[src/rtl/instr_fetch.sv]
// Instruction fetch unit: program memory, program counter and fetch FSM feeding the core's IR.
// Optional breakpoint halt is enabled by defining IFETCH_BREAKPOINT_EN.
module instr_fetch #(
  parameter int unsigned ADDR_W  = 4,
  parameter logic [7:0]  HALT_OP = 8'hFF
) (
  input  logic              clk,
  input  logic              reset,
  input  logic              prog_we,
  input  logic [ADDR_W-1:0] prog_addr,
  input  logic [7:0]        prog_data,
  input  logic              run,
  input  logic              fetch_req,
  input  logic              jump_en,
  input  logic [ADDR_W-1:0] jump_addr,
`ifdef IFETCH_BREAKPOINT_EN
  input  logic              bp_en,
  input  logic [ADDR_W-1:0] bp_addr,
`endif
  output logic [7:0]        instruction,
  output logic              instr_valid,
  output logic [ADDR_W-1:0] pc,
  output logic              halted
);

  localparam int unsigned DEPTH  = 2 ** ADDR_W;
  localparam int unsigned DATA_W = 8;

  typedef enum logic [1:0] {
    S_IDLE  = 2'd0,
    S_FETCH = 2'd1,
    S_HOLD  = 2'd2,
    S_HALT  = 2'd3
  } state_t;

  state_t state_q, state_d;

  logic [DATA_W-1:0] mem_q [DEPTH];

  logic [DATA_W-1:0] instr_q, instr_d;
  logic              valid_q, valid_d;
  logic [ADDR_W-1:0] pc_q, pc_d;
  logic              halted_q, halted_d;

  logic [DATA_W-1:0] fetch_word_c;
  logic [ADDR_W-1:0] pc_tgt_c;
  logic              bp_hit_c;

  assign fetch_word_c = mem_q[pc_q];
  // A jump redirect takes priority over the current PC for the next fetch.
  assign pc_tgt_c     = jump_en ? jump_addr : pc_q;

`ifdef IFETCH_BREAKPOINT_EN
  assign bp_hit_c = fetch_req && bp_en && (pc_tgt_c == bp_addr);
`else
  assign bp_hit_c = 1'b0;
`endif

  // Program memory: not reset, writable only while idle.
  always_ff @(posedge clk) begin
    if (reset && (state_q == S_IDLE) && prog_we) begin
      mem_q[prog_addr] <= prog_data;
    end
  end

  // State register.
  always_ff @(posedge clk) begin
    if (!reset) begin
      state_q <= S_IDLE;
    end else begin
      state_q <= state_d;
    end
  end

  // Next-state logic.
  always_comb begin
    state_d = state_q;
    case (state_q)
      S_IDLE: begin
        if (run) state_d = S_FETCH;
      end
      S_FETCH: begin
        state_d = (fetch_word_c == HALT_OP) ? S_HALT : S_HOLD;
      end
      S_HOLD: begin
        if (bp_hit_c) begin
          state_d = S_HALT;
        end else if (fetch_req) begin
          state_d = S_FETCH;
        end
      end
      S_HALT: begin
        state_d = S_HALT;
      end
      default: begin
        state_d = S_IDLE;
      end
    endcase
  end

  // Output / datapath next values.
  always_comb begin
    instr_d  = instr_q;
    valid_d  = valid_q;
    pc_d     = pc_q;
    halted_d = halted_q;
    case (state_q)
      S_FETCH: begin
        instr_d = fetch_word_c;
        valid_d = 1'b1;
        pc_d    = pc_q + ADDR_W'(1);
        if (fetch_word_c == HALT_OP) halted_d = 1'b1;
      end
      S_HOLD: begin
        pc_d = pc_tgt_c;
        if (bp_hit_c) halted_d = 1'b1;
      end
      default: begin
      end
    endcase
  end

  // Registered outputs.
  always_ff @(posedge clk) begin
    if (!reset) begin
      instr_q  <= '0;
      valid_q  <= 1'b0;
      pc_q     <= '0;
      halted_q <= 1'b0;
    end else begin
      instr_q  <= instr_d;
      valid_q  <= valid_d;
      pc_q     <= pc_d;
      halted_q <= halted_d;
    end
  end

  assign instruction = instr_q;
  assign instr_valid = valid_q;
  assign pc          = pc_q;
  assign halted      = halted_q;

endmodule

[config.mk]
export PLATFORM = sky130hd
export DESIGN_NAME = instr_fetch
export DESIGN_NICKNAME = d
export VERILOG_FILES = /design/src/rtl/instr_fetch.sv
export SDC_FILE = /design/constraint.sdc
export NUM_CORES = 1
export LEC_CHECK = 0
export CAP_MARGIN = 20
export CORE_ASPECT_RATIO = 0.8
export CORE_MARGIN = 4
export CORE_UTILIZATION = 25
export CTS_CLUSTER_SIZE = 40
export DETAILED_ROUTE_END_ITERATION = 8
export GPL_ROUTABILITY_DRIVEN = 0
export PLACE_DENSITY_LB_ADDON = 0.25
export SYNTH_ARGS = -nofsm -noshare
export SYNTH_HDL_FRONTEND = slang
export SYNTH_SLANG_ARGS = --single-unit
[constraint.sdc]
create_clock -name clk -period 4.6 [get_ports clk]
set_input_delay 1.38 -clock clk [delete_from_list [all_inputs] [get_ports clk]]
set_output_delay 1.38 -clock clk [all_outputs]
set_load 0.02 [all_outputs]
==> results of run 1 <==
## sequential cells by signal (all words and copies together) (netlist names), named ones only
| register | flops |
|---|---|
| mem_q | 128 |
| pc | 4 |
| state_q | 2 |
| halted | 1 |
| instruction | 8 |
| instr_valid | 1 |
## final cells by class
| class | instances | area [sq um] | share of cell area [%] |
|---|---|---|---|
| tap | 306 | 383 | 5.43 |
| timing repair buffer | 44 | 438 | 6.21 |
| sequential | 148 | 4250 | 60.2 |
| clock inverter | 14 | 154 | 2.18 |
| clock buffer | 18 | 429 | 6.08 |
| inverter | 1 | 3.75 | 0.0532 |
| multi-input combinational | 145 | 1400 | 19.9 |
## power by group through the flow
stage | Clock [mW] | Combinational [mW] | Sequential [mW]
6_report | 1.35 | 0.362 | 1.52
5_1_grt | 1.45 | 0.386 | 1.53
4_1_cts | 1.38 | 0.366 | 1.53
3_5_place_dp | 0 | 0.364 | 1.55
3_3_place_gp | 0 | 0.323 | 1.58
2_1_floorplan | 0 | 0.229 | 1.54
## worst max path at each step
stage / from / to / slack [ps] / cells past startpoint
finish: reset / mem_q[1][4]$_DFFE_PP_ / 1550 / 5
global route: reset / mem_q[9][5]$_DFFE_PP_ / 1370 / 5
CTS: reset / mem_q[1][5]$_DFFE_PP_ / 1510 / 5
detailed placement: reset / mem_q[1][0]$_DFFE_PP_ / 1060 / 5
global placement: reset / mem_q[9][6]$_DFFE_PP_ / 1100 / 5
floorplan: prog_addr[2] / mem_q[8][0]$_DFFE_PP_ / 1790 / 3
## logic make-up (layout without fill, tap and decap cells)
kind of cell             after synthesis  after routing  share of synthesized area (%)
multiplexers                          35             35                           13.5
XOR/XNOR                               3              3                          0.455
buffers and inverters                 16             77                           2.21
AND/OR/NAND/NOR                       71             71                           5.46
AO/OA/AOI/OAI                         35             35                           4.62
flip-flops                           148            148                           73.5
adder cells (fa/ha/maj)                1              1                          0.217
## stage by stage
| stage | setup slack [ps] | power (mW) | utilization, % |
|---|---|---|---|
| floorplan | 1790 | 1.77 | - |
| global placement | 1100 | 1.91 | 28.4 |
| detailed placement | 1060 | 1.92 | 28.6 |
| CTS | 1510 | 3.27 | 31.2 |
| global route | 1370 | 3.37 | 31.2 |
| finish | 1550 | 3.24 | 31.2 |
## layer usage
layer	vias up	part of all wire (%)	global-route usage [%]
li1	1336	-	-
met1	1585	48	16.0
met2	80	46	16.2
met3	18	4.5	3.05
met4	0	1.6	4.64
met5	-	0	0
## cells in the final DEF, fill, tap and decap left out, types with 2 or more instances in the layout
cell             instances
clkinvlp_4               3
mux4_1                   8
o21ai_0                  2
a21boi_0                 8
clkdlybuf4s50_1         35
nor2b_1                  4
dfxtp_1                 19
buf_4                    7
clkbuf_16               17
clkinv_4                 4
mux2i_1                  3
o21a_1                   3
a22oi_1                 16
mux4_2                  24
inv_6                    3
o211a_1                  4
nand4_1                  3
edfxtp_1               128
bufinv_16                2
xnor2_1                  2
nor2_1                  18
nor3_1                   6
nand2b_1                 4
nand2_1                 31
==> impl_results.md, run 1 <==
- Crit share post-route: 66.4%
- Vias in the first global route: 3116
- Worst-Skew Late Latency: roughly 430 ps
- Initial Util: 25.5%
- Tightest Pin Transition: 822 ps
- Crit-path slowest cell: nor2_1
- CTS HTree Levels: 4
- Sequential fraction of the synthesis area: 73.5%
- Die area: 0.0256 sq mm
- CP max FO: 8
- Placed Cells: approximately 640
- CP Launch Type: input port
- Clk root buf: clkbuf_16
- Max_cap viols: 0
- Largest net degree at the start of global routing: 26
- Synth Flop Type: edfxtp_1
- Top cells by area, synth: edfxtp_1 67%, mux4_2 9.4%, dfxtp_1 6.9%, mux4_1 3.6%, a22oi_1 2.1%
- Most common cell in the netlist: edfxtp_1
- Final setup fails: 0
- Top post-synthesis cells by count: 128 x edfxtp_1, 31 x nand2_1, 24 x mux4_2, 20 x dfxtp_1, 18 x nor2_1
- Maximum clock frequency: 0.328 GHz
- CP arrival: between 3000 and 4000 ps
- Avg WL per Cell: 20.0 um
- Min-delay src: halted$_SDFFE_PN0P_
- CTS buffer count: 17
- GRT Overall Usage: around 11%
- Max VDD drop: 0.250 mV
- Overall routed net length: about 14000 um
- DIE HEIGHT: 144 um
- Vias per inst: 4.47
- Synthesized area: 0.00577 sq mm
- Yosys reg bits: 148
- Critical Path End Type: register
- Fill cells: 2179
- IO buf count: 35
- Area share of the largest cell type after synthesis: 66.6%
- Residual DRC: 0
- Hpwl dp: 9210 um
- Final min period: just over 3000 ps
- Row count: 49
- Leak pwr: 2.24 nW
- Syn Inst Count: 309
- Clock tree buffer depth: 2
- Final cell count without fillers: 676
- Post-cts sizing count: 0
- Post-CTS setup buffers: 0
- I/O pins: 36
- Final instance area: 0.00705 sq mm
- Relative slew margins: 45.0%
- Worst hold path endpoint: halted$_SDFFE_PN0P_
- Power Density: 459 mW/mm^2
- First-pass GRT wire length: between 20000 and 25000 um
- Buffers and inverters on the worst path: 1
- Worst-path clk slew: 60 ps
- Critical path's top delay family: simple AND/OR/NAND/NOR gates
- Core Box Area: 0.0226 sq mm
- Sink Count: 148
- WS Path Type: in -> reg
- Worst Reg-to-Reg Cells: 8
- Worst path max stage delay: 610 ps
- Die X-Extent: 178 um
- Syn_area_per_cell: 18.7 sq um
- Flop2flop setup slack: 2130 ps
- Reg-to-Reg End: state_q[0]$_SDFFE_PN0P_
- Hold Buf Count CTS: 0
- Critical Path RT: 4660 ps
- Hold WS: 467 ps
- Setup TNS: 0 ps
- Vias: 3019
- Yosys warns: 0
- 1st-iter DRT viols: 220
- Nets: 380
- DP Area: 0.00647 sq mm
- RSZ-0062 raised after global routing: false
- Final hold vios: 0
- Crit path cell chain: clkdlybuf4s50_1 -> nand2_1 -> nor4_1 -> nand2b_1 -> nor2_1
- Hold path depth: 1
- Count of flip-flops with a built-in enable after synthesis: 128
- Post-synth top area cell: edfxtp_1
- Clock power share: a little over two fifths
- Area Overhead vs Synth: 22.2%
- Post-synth ARST share: 0%
- Initial DRT Pass Iterations: 5
- Status: finished clean
- Initial antenna violation count: 0
- Switching part of the total: 24.1%
- Flop pwr share: 47.1%
- Routed Antenna Nets: 0
- Grt ovf: 0
- CTS tree: done
- Combinational Power Share: 11.2%
- Syn nets: 332
- Antenna fix cells: 0
- Int Pwr: roughly 2.5 mW
- Clock Skew: roughly 7.4 ps
- Library cells used by synthesis: 32
- Slew Viols, Final: 0
- Hold crit path type: reg -> reg
- Layout cell share with drive strength beyond 1: 17.6%
- Sw power: 0.780 mW
Power figures use the tool's default switching activity.
==> run 2: changes to the inputs <==
clock period = 2.63 ns   (was 4.6 ns; I/O delays follow)
==> run 2 against run 1 <==
Against the previous run:
- non-clock buffer count is 19 higher
- combinational power increased by 80%
- wire length down 6.5%
- hold slack got worse by 2.2 ps
- largest power group unchanged
- critical endpoint is now pc[0]
- via count is essentially flat
- die area unchanged
- clock-buffer cell count grew 1
- cell count is 2.8% higher
==> impl_results.md, run 2 (synthesized netlist as in run 1, its figures left out) <==
- Post-CTS setup buffers: 0 (unchanged)
- CTS buffer count: 17 (unchanged)
- Layout cell share with drive strength beyond 1: 21.3% (+3.8 points)
- Hpwl dp: 8720 um (-5.3%)
- Maximum clock frequency: roughly 0.45 GHz
- CTS HTree Levels: 4 (unchanged)
- Switching part of the total: 22.0% (-2.1 points)
- Final setup fails: 0 (unchanged)
- GRT Overall Usage: 10.5% (-0.71 points)
- Initial antenna violation count: 0 (unchanged)
- Critical path's top delay family: buffers and inverters
- I/O pins: 36 (unchanged)
- Combinational Power Share: 11.1% (about the same)
- RSZ-0062 raised after global routing: false
- Metal-1 WL: 6100 um (-7.0%)
- Max_cap viols: 0 (unchanged)
- Tightest Pin Transition: 689 ps (-132 ps)
- Buffers and inverters on the worst path: 1 (unchanged)
- Largest net degree at the start of global routing: 33 (+27%)
- Die X-Extent: 178 um (unchanged)
- Final instance area: 0.00727 sq mm (+3.1%)
- Residual DRC: 0 (unchanged)
- Critical Path RT: 1840 ps (-2820 ps)
- Commonest non-fill, non-tap cell in the layout: edfxtp_1
- IO buf count: 35 (unchanged)
- Stages on worst setup path: 1 (-4)
- First-pass GRT wire length: 19300 um (-3.8%)
- Worst Setup EP: pc[0]
- Grt ovf: 0 (unchanged)
- Relative slew margins: 53.9% (+8.9 points)
- Die area: 0.0256 sq mm (unchanged)
- Vias: 3022 (+0.099%)
- Reg with most FFs: mem_q
- Fill cells: 2138 (-1.9%)
- Overall routed net length: 12700 um (-6.5%)
- 1st-iter DRT viols: 181 (-18%)
- CP max FO: 5 (-3)
- Highest-count cells in the layout ignoring fill and taps: 128 x edfxtp_1, 35 x clkdlybuf4s50_1, 31 x nand2_1
- Crit share post-route: 85.4%
- CP arrival: 1460 ps (-1650 ps)
- Power Density: 810 mW/mm^2 (+76%)
- Flop pwr share: 44.9% (-2.2 points)
- Final cell count without fillers: 695 (+2.8%)
- Critical Path End Type: output port
- Crit path cell chain: clkdlybuf4s50_1
- Core Box Area: 0.0226 sq mm (unchanged)
- Min-delay src: instruction[7]$_SDFFE_PN0P_
- Hold WS: 464 ps (-2.18 ps)
- Int Pwr: 4.59 mW (+87%)
- Worst Reg-to-Reg Cells: 7 (-1)
- Leak pwr: 2.38 nW (+6.2%)
- Final hold vios: 0 (unchanged)
- WS Path Type: reg -> out
- Top Layer Used: met4
- Placed Cells: 663 (+3.0%)
- Final min period: 2250 ps
- Area Overhead vs Synth: 25.9%
- Slew Viols, Final: 0 (unchanged)
- Status: finished clean
- Hold path depth: 2 (+1)
- Worst-path clk slew: 60 ps (about the same)
- Vias in the first global route: 3193 (+2.5%)
- Hold crit path type: reg -> reg
- Vias per inst: 4.35 (-2.6%)
- Max VDD drop: 0.280 mV (+12%)
- Initial Util: 25.5% (unchanged)
- Hold Buf Count CTS: 0 (unchanged)
- Antenna fix cells: 0 (unchanged)
- Post-cts sizing count: 0 (unchanged)
- Avg WL per Cell: 18.2 um (-9.1%)
- Crit-path slowest cell: clkdlybuf4s50_1
- Nets: 399 (+5.0%)
- Wire length on met3: 654 um (+7.9%)
- Clock Skew: 7.43 ps (-0.0192 ps)
- Routed Antenna Nets: 0 (unchanged)
- Sw power: 1.29 mW (+66%)
- DIE HEIGHT: 144 um (unchanged)
- CTS tree: done
- Clock power share: 44.1% (+2.3 points)
- Reg-to-Reg End: state_q[0]$_SDFFE_PN0P_
- Number of flip-flops in the largest register: 128 (unchanged)
- CP Launch Type: register
- Worst-Skew Late Latency: 420 ps (about the same)
- Origin of the worst setup path: pc[0]$_SDFFE_PN0P_
- Sink Count: 148 (unchanged)
- Flop2flop setup slack: 460 ps (-1670 ps)
- Initial DRT Pass Iterations: 5 (unchanged)
- Clk root buf: clkbuf_16
- Clock tree buffer depth: 2 (unchanged)
- Metal2 WL: 5770 um (-6.5%)
- Row count: 49 (unchanged)
- DP Area: 0.00663 sq mm (+2.5%)
- Worst path max stage delay: 640 ps (+30 ps)
run 2: changes by cell type in the layout (fill, tap and decap cells not counted), moves of 2 or more:
cell,delta
buf_4,+18
clkinv_4,-4
clkinv_2,+2
buf_12,+2
bufinv_16,+3
run 2: layout make-up:
class	instances	area, sq um	share of cell area [%]
timing repair buffer	63	598	8.23
clock inverter	13	205	2.82
inverter	1	3.75	0.0516
tap	306	383	5.27
multi-input combinational	145	1400	19.3
sequential	148	4250	58.4
clock buffer	19	433	5.96
run 2: through the flow:
stage / TNS [ps] / utilization (%) / total power, mW / setup slack (ps)
final: 0 / 32.1 / 5.89 / 384
after global routing: 0 / 32.1 / 6.13 / 310
after CTS: 0 / 32.1 / 5.96 / 350
after detailed placement: 0 / 29.3 / 3.36 / 20.3
after global placement: -302 / 29.3 / 3.36 / -38.1
after floorplan: 0 / - / 3.10 / 416
run 2: worst min path at each step:
| stage | end | slack [ps] |
|---|---|---|
| floorplan | instruction[4]$_SDFFE_PN0P_ | 540 |
| global placement | halted$_SDFFE_PN0P_ | 470 |
| detailed placement | halted$_SDFFE_PN0P_ | 460 |
| CTS | instruction[7]$_SDFFE_PN0P_ | 470 |
| global route | halted$_SDFFE_PN0P_ | 500 |
| finish | instruction[7]$_SDFFE_PN0P_ | 460 |
run 2: power groups by stage:
stage | clock network [mW] | registers, mW | logic (mW)
after floorplan | 0 | 2.70 | 0.400
after global placement | 0 | 2.69 | 0.664
after detailed placement | 0 | 2.69 | 0.664
after CTS | 2.65 | 2.64 | 0.665
after global routing | 2.78 | 2.65 | 0.706
final | 2.59 | 2.64 | 0.652
run 2: worst reg2reg max path, stage by stage, from the launching register on:
cell and delay (ps):
dfxtp_2 370, buf_12 180, mux4_1 610, a22oi_1 290, nand2_1 170, nand4_1 150
o21ai_0 110, o211a_1 180
run 2: per-layer routing:
layer | GRT usage, % | vias to the layer above
li1 | - | 1376
met2 | 15.5 | 64
met3 | 3.16 | 12
met1 | 14.7 | 1570
met5 | 0 | -
met4 | 3.78 | 0
==> run 3: changes to the inputs <==
ABC_AREA = 0   (was default)
==> results of run 3 <==
Same layout as run 2: the final DEF is identical, and so are final timing and power.
==> RTL change 1: new RTL, settings of run 2 <==
Re-encode `state_t` (4 states) as one-hot, 4 bits wide.
--- a/src/rtl/instr_fetch.sv
+++ b/src/rtl/instr_fetch.sv
@@ -27,9 +27,9 @@
   localparam int unsigned DATA_W = 8;
 
-  typedef enum logic [1:0] {
-    S_IDLE  = 2'd0,
-    S_FETCH = 2'd1,
-    S_HOLD  = 2'd2,
-    S_HALT  = 2'd3
+  typedef enum logic [3:0] {
+    S_IDLE  = 4'b0001,
+    S_FETCH = 4'b0010,
+    S_HOLD  = 4'b0100,
+    S_HALT  = 4'b1000
   } state_t;
 
Formal check against the unedited RTL: same outputs for any inputs over 10 cycles, from zero or initial values and one cycle with reset low; not proved beyond that.
==> RTL change 1 against run 2 <==
Setup slack got worse by 0.090 ns. Area after synthesis increased by 1.3%. Routed wire length decreased by 0.21%. First-iteration DRC count increased by 7.7%. Sequential cell count increased by 2. Design area decreased by 0.19%. Synthesized cell count increased by 7.1%.
Power is not compared: it rests on default switching activity, and its combinational part moved more than twofold at a synthesized area within 25%.
==> RTL change 1: results (changes against run 2) <==
- Status: finished clean
- Multi-input gate area: 0.001478 mm2 (+5.4%)
- Largest net degree at the start of global routing: 33 (unchanged)
- Asr flop ratio synth: 0 (unchanged)
- Max-slew headroom: 0.5902 (+0.05155)
- Antenna Diode Count: 0 (unchanged)
- Clk_lat worst skew: around 0.41 ns
- CP Data Arrival Time: 2.63 ns (+1.17 ns)
- Metal-1 WL: 5819 um (-4.5%)
- Initial antenna violation count: 0 (unchanged)
- Fillers: 2173 (+1.6%)
- Post CTS Setup Buffer Count: 0 (unchanged)
- Vias in the first global route: 3255 (+1.9%)
- Drt wl/cell: 17.70 um (-2.9%)
- WL met3: 1149 um (+76%)
- HP Class: flop to flop
- CTS buffer count: 17 (unchanged)
- Placed inst area: 0.006681 mm2 (+0.75%)
- Gr usage total: 0.1027 (-0.002354)
- Most frequent cells after synthesis: 128 x edfxtp_1, 31 x mux4_2, 31 x nand2_1, 22 x dfxtp_1
- Worst Skew: 0.007801 ns (+0.0003745 ns)
- P_leak: between 2 and 2.5 nW
- Top cells by area in the synthesized netlist: edfxtp_1 66%, mux4_2 12%, dfxtp_1 7.5%
- Dpl hpwl: 8523 um (-2.3%)
- Syn_nets: 354 (+6.6%)
- Post-synthesis sequential area ratio: 0.7322 (-0.002904)
- Primary FF master, synth: edfxtp_1
- Max reg flops: 128 (unchanged)
- Drt pass-1 iters: 4 (-1)
- Crit path max-delay cell type: mux4_2
- Clk slew on worst S/H paths: 0.06 ns (about the same)
- Clock root buffer: clkbuf_16
- Max Used Layer: met4
- Post-CTS Resized: 0 (unchanged)
- Yosys warns: 0 (unchanged)
- Met2 routed WL: 5631 um (-2.4%)
- Synth unique cells: 32 (unchanged)
- Input/output buffers: 35 (unchanged)
- Kind of cell adding the most delay to the critical path: simple AND/OR/NAND/NOR gates
- Layout Nets: 419 (+5.0%)
- Worst vdd ir: approximately 0.38 mV
- Clk buf depth: 2 (unchanged)
- Global-route wire length before repair: 19220 um (-0.64%)
- Vias: 3080 (+1.9%)
- CTS H-Tree Depth: 4 (unchanged)
- Initial DRC count: 195 (+7.7%)
- Number of synthesized flops with an enable pin: 128 (unchanged)
- Top reg by flops: mem_q
- Layout cells sized above 1: 0.2108 (-0.002583)
- Critical path fanouts, max: 32 (+27)
- Critical path's largest stage delay: 0.57 ns (-0.07 ns)
RTL change 1: cell count changes after synthesis, moves of 6 or more:
cell     delta
nand3_1    +17
mux4_1      -7
o21ai_0     +6
a21oi_1     +7
a22oi_1     -8
mux4_2      +7
RTL change 1: where the power goes:
group	total (mW)	internal, mW	switching (mW)
Sequential	2.61	2.60	0.0124
Combinational	0.204	0.0911	0.113
Clock	2.36	1.40	0.952
Total	5.17	4.10	1.08
RTL change 1: per-stage QoR:
stage	power (mW)	setup slack (ns)	instances
final	5.174	0.2946	714
after global routing	5.369	0.1378	714
after CTS	5.235	0.2849	714
after detailed placement	2.874	0.1694	683
after global placement	2.869	0.1551	683
after floorplan	2.764	0.3505	331
RTL change 1: logic make-up (layout without fill, tap and decap cells):
kind of cell,Yosys count,after routing,share of synthesized area
DFF,150,150,0.7322
muxes,33,33,0.1255
adders and majority gates,1,1,0.002138
buffers and inverters,12,89,0.01518
and+or+nand+nor,99,99,0.08490
AOI/OAI and AO/OA,36,36,0.03999
RTL change 1: final cells by class:
class | instances | share of cell area
sequential | 150 | 0.5906
multi-input combinational | 169 | 0.2037
timing repair buffer | 58 | 0.07381
clock buffer | 18 | 0.05915
tap | 306 | 0.05277
clock inverter | 13 | 0.02000
RTL change 1: final timing paths:
kind                         end  depth (start not counted)            from  slack [ns]
setup reg to reg      state_q[3]                          7            flop        0.29
hold reg to reg   instruction[5]                          2  instruction[5]        0.46
setup / recovery      state_q[3]                          7            flop        0.29
hold / removal    instruction[5]                          2  instruction[5]        0.46
RTL change 1: routing by layer:
metal,global-route usage,vias up
li1,-,1442
met1,0.1485,1551
met2,0.1482,85
met3,0.03195,2
met4,0.03109,0
met5,0,-
==> RTL change 2: new RTL, flow settings as in run 2 <==
Without the edit above. The parameter `ADDR_W` goes from 4 to 6.
--- a/src/rtl/instr_fetch.sv
+++ b/src/rtl/instr_fetch.sv
@@ -2,5 +2,5 @@
 // Optional breakpoint halt is enabled by defining IFETCH_BREAKPOINT_EN.
 module instr_fetch #(
-  parameter int unsigned ADDR_W  = 4,
+  parameter int unsigned ADDR_W  = 6,
   parameter logic [7:0]  HALT_OP = 8'hFF
 ) (
Interface: changed (resized jump_addr, pc and prog_addr); port bits go from 36 to 42. The function was not compared with the original's and may differ.
==> RTL change 2 against run 2 <==
The flow now finishes with violations (negative setup slack). Area after synthesis grew to 3.6 times the old value. Via count rose to 3.8 times the old value. Sequential cell count increased by 388. First-iteration DRC count grew to 6.4 times the old value. Count of clock-buffer cells in the layout increased by 50. Routed wire length increased to 4.6 times the old value. Design area grew to 3.6 times the old value. Total power grew to 3.3 times the old value. Critical path depth grew 9. Setup slack worse by 0.39 ns. Largest power group unchanged. Combinational power rose to 3.7 times the old value. Sequential power grew to 3.6 times the old value. Largest cell class unchanged. Maximum frequency decreased by 15%.
==> RTL change 2: results (changes against run 2) <==
- Critical path fanouts, max: 7 (+2)
- Post-synthesis cell count: 1059 (+240%)
- Failing checks: negative setup slack
- Synth unique cells: 55 (+72%)
- Global Route met3 Usage: 0.03277 (+0.001212)
- Clk buf depth: 3 (+1)
- Worst reg2reg path depth: 10 (+3)
- Setup violations, final: 1 (+1)
- Dpl hpwl: 38970 um (+350%)
- R2r endpoint: instruction[4]
- Drt wl/cell: 23.99 um (+32%)
- Layout cells sized above 1: 0.3249 (+0.1115)
- Vias: 11350 (+280%)
- Post-route setup TNS: -0.01019 ns (-0.01019 ns)
- Worst vdd ir: 0.5305 mV (+90%)
- CP Data Arrival Time: 3.11 ns (+1.65 ns)
- Dpl ws: -0.2817 ns (-0.3020 ns)
- CTS H-Tree Depth: 2 (-2)
- Initial antenna violation count: 2 (+2)
- Crit end category: flop
- Tot Pwr: 19.17 mW (+230%)
- Worst Hold Path EP: instruction[4]
- Worst Skew: 0.02671 ns (+0.01928 ns)
- Global-route wire length before repair: 83640 um (+330%)
- Gr usage total: 0.1294 (+0.02434)
- Placed inst area: 0.02429 mm2 (+270%)
- Combinational power: 2.40 mW (+270%)
- Worst setup slack after layout: -0.01019 ns (-0.3944 ns)
- Critical hold path startpoint: instruction[4]
- Max reg flops: 512 (+300%)
- P_seq: 9.49 mW (+260%)
- CTS buffer count: 52 (+35)
- Sw frac: 0.2394 (+0.01959)
- Post-Place Cells: 2342 (+250%)
- Top cells by area in the synthesized netlist: edfxtp_1 73%, mux4_2 11%, dfxtp_1 2.3%
- Most frequent cells after synthesis: 512 x edfxtp_1, 107 x mux4_2, 97 x nor2_1, 30 x a22oi_1
- Initial DRC count: 1162 (+540%)
- Status: finished with violations
- Max-slew headroom: 0.5457 (+0.006983)
- Post-synthesis sequential area ratio: 0.7524 (+0.01730)
- Fillers: 7995 (+270%)
- Number of synthesized flops with an enable pin: 512 (+300%)
- Clk_lat worst skew: 0.62 ns (+0.20 ns)
- Design area: 0.02621 mm2 (+260%)
- Met2 usage: 0.1767 (+0.02153)
- Cell Count, Final, Fillers Out: 2450 (+250%)
- Met1 GRT Util: 0.2041 (+0.05694)
- Layout Nets: 1330 (+230%)
==> RTL change 2: cell types whose count changed after synthesis, sizes merged, moves of 10 or more <==
| cell | delta |
|---|---|
| edfxtp | +384 |
| mux4 | +84 |
| nor2 | +79 |
| buf | +34 |
| a21oi | +26 |
| mux2i | +25 |
| o21ai | +17 |
| a22oi | +14 |
| clkbuf | +13 |
| nor2b | +10 |
==> RTL change 2: critical path, stage by stage (launching register included) <==
cell,delay [ns]
dfxtp_4,0.43
buf_12,0.18
buf_12,0.15
buf_6,0.10
mux4_2,0.54
a22oi_2,0.30
a221o_1,0.21
a21oi_2,0.06
o21ai_1,0.26
buf_4,0.19
a21oi_1,0.06
==> RTL change 2: area by class of cell <==
cell class	instances	share of cell area
antenna	1	0.00009547
clock buffer	69	0.05365
clock inverter	27	0.007924
inverter	3	0.0004296
multi-input combinational	461	0.1874
sequential	536	0.6053
tap	1104	0.05270
timing repair buffer	249	0.09246
==> RTL change 2: cell families after synthesis <==
kind of cell | Yosys count | share of synthesized area
xor gates and xnor gates | 1 | 0.0004157
and+or+nand+nor | 180 | 0.03931
buffers and inverters | 62 | 0.02215
adders and majority gates | 1 | 0.0005937
DFF | 536 | 0.7524
AOI/OAI and AO/OA | 130 | 0.04353
muxes | 149 | 0.1416
==> RTL change 2: timing repair <==
item / 4_1_cts / 5_1_grt
endpoints found under the hold margin: 0 / 0
pin swaps: 2 / 17
gates cloned: 0 / 1
resized for setup: 16 / 36
setup buffers: 3 / 7
setup endpoints to repair: 8 / 7
==> RTL change 2: layer usage <==
metal / routed length, um / part of all wire
met1: 29400 / 0.50
met2: 23810 / 0.40
met3: 4600 / 0.078
met4: 967 / 0.016
met5: 13 / 0.00022
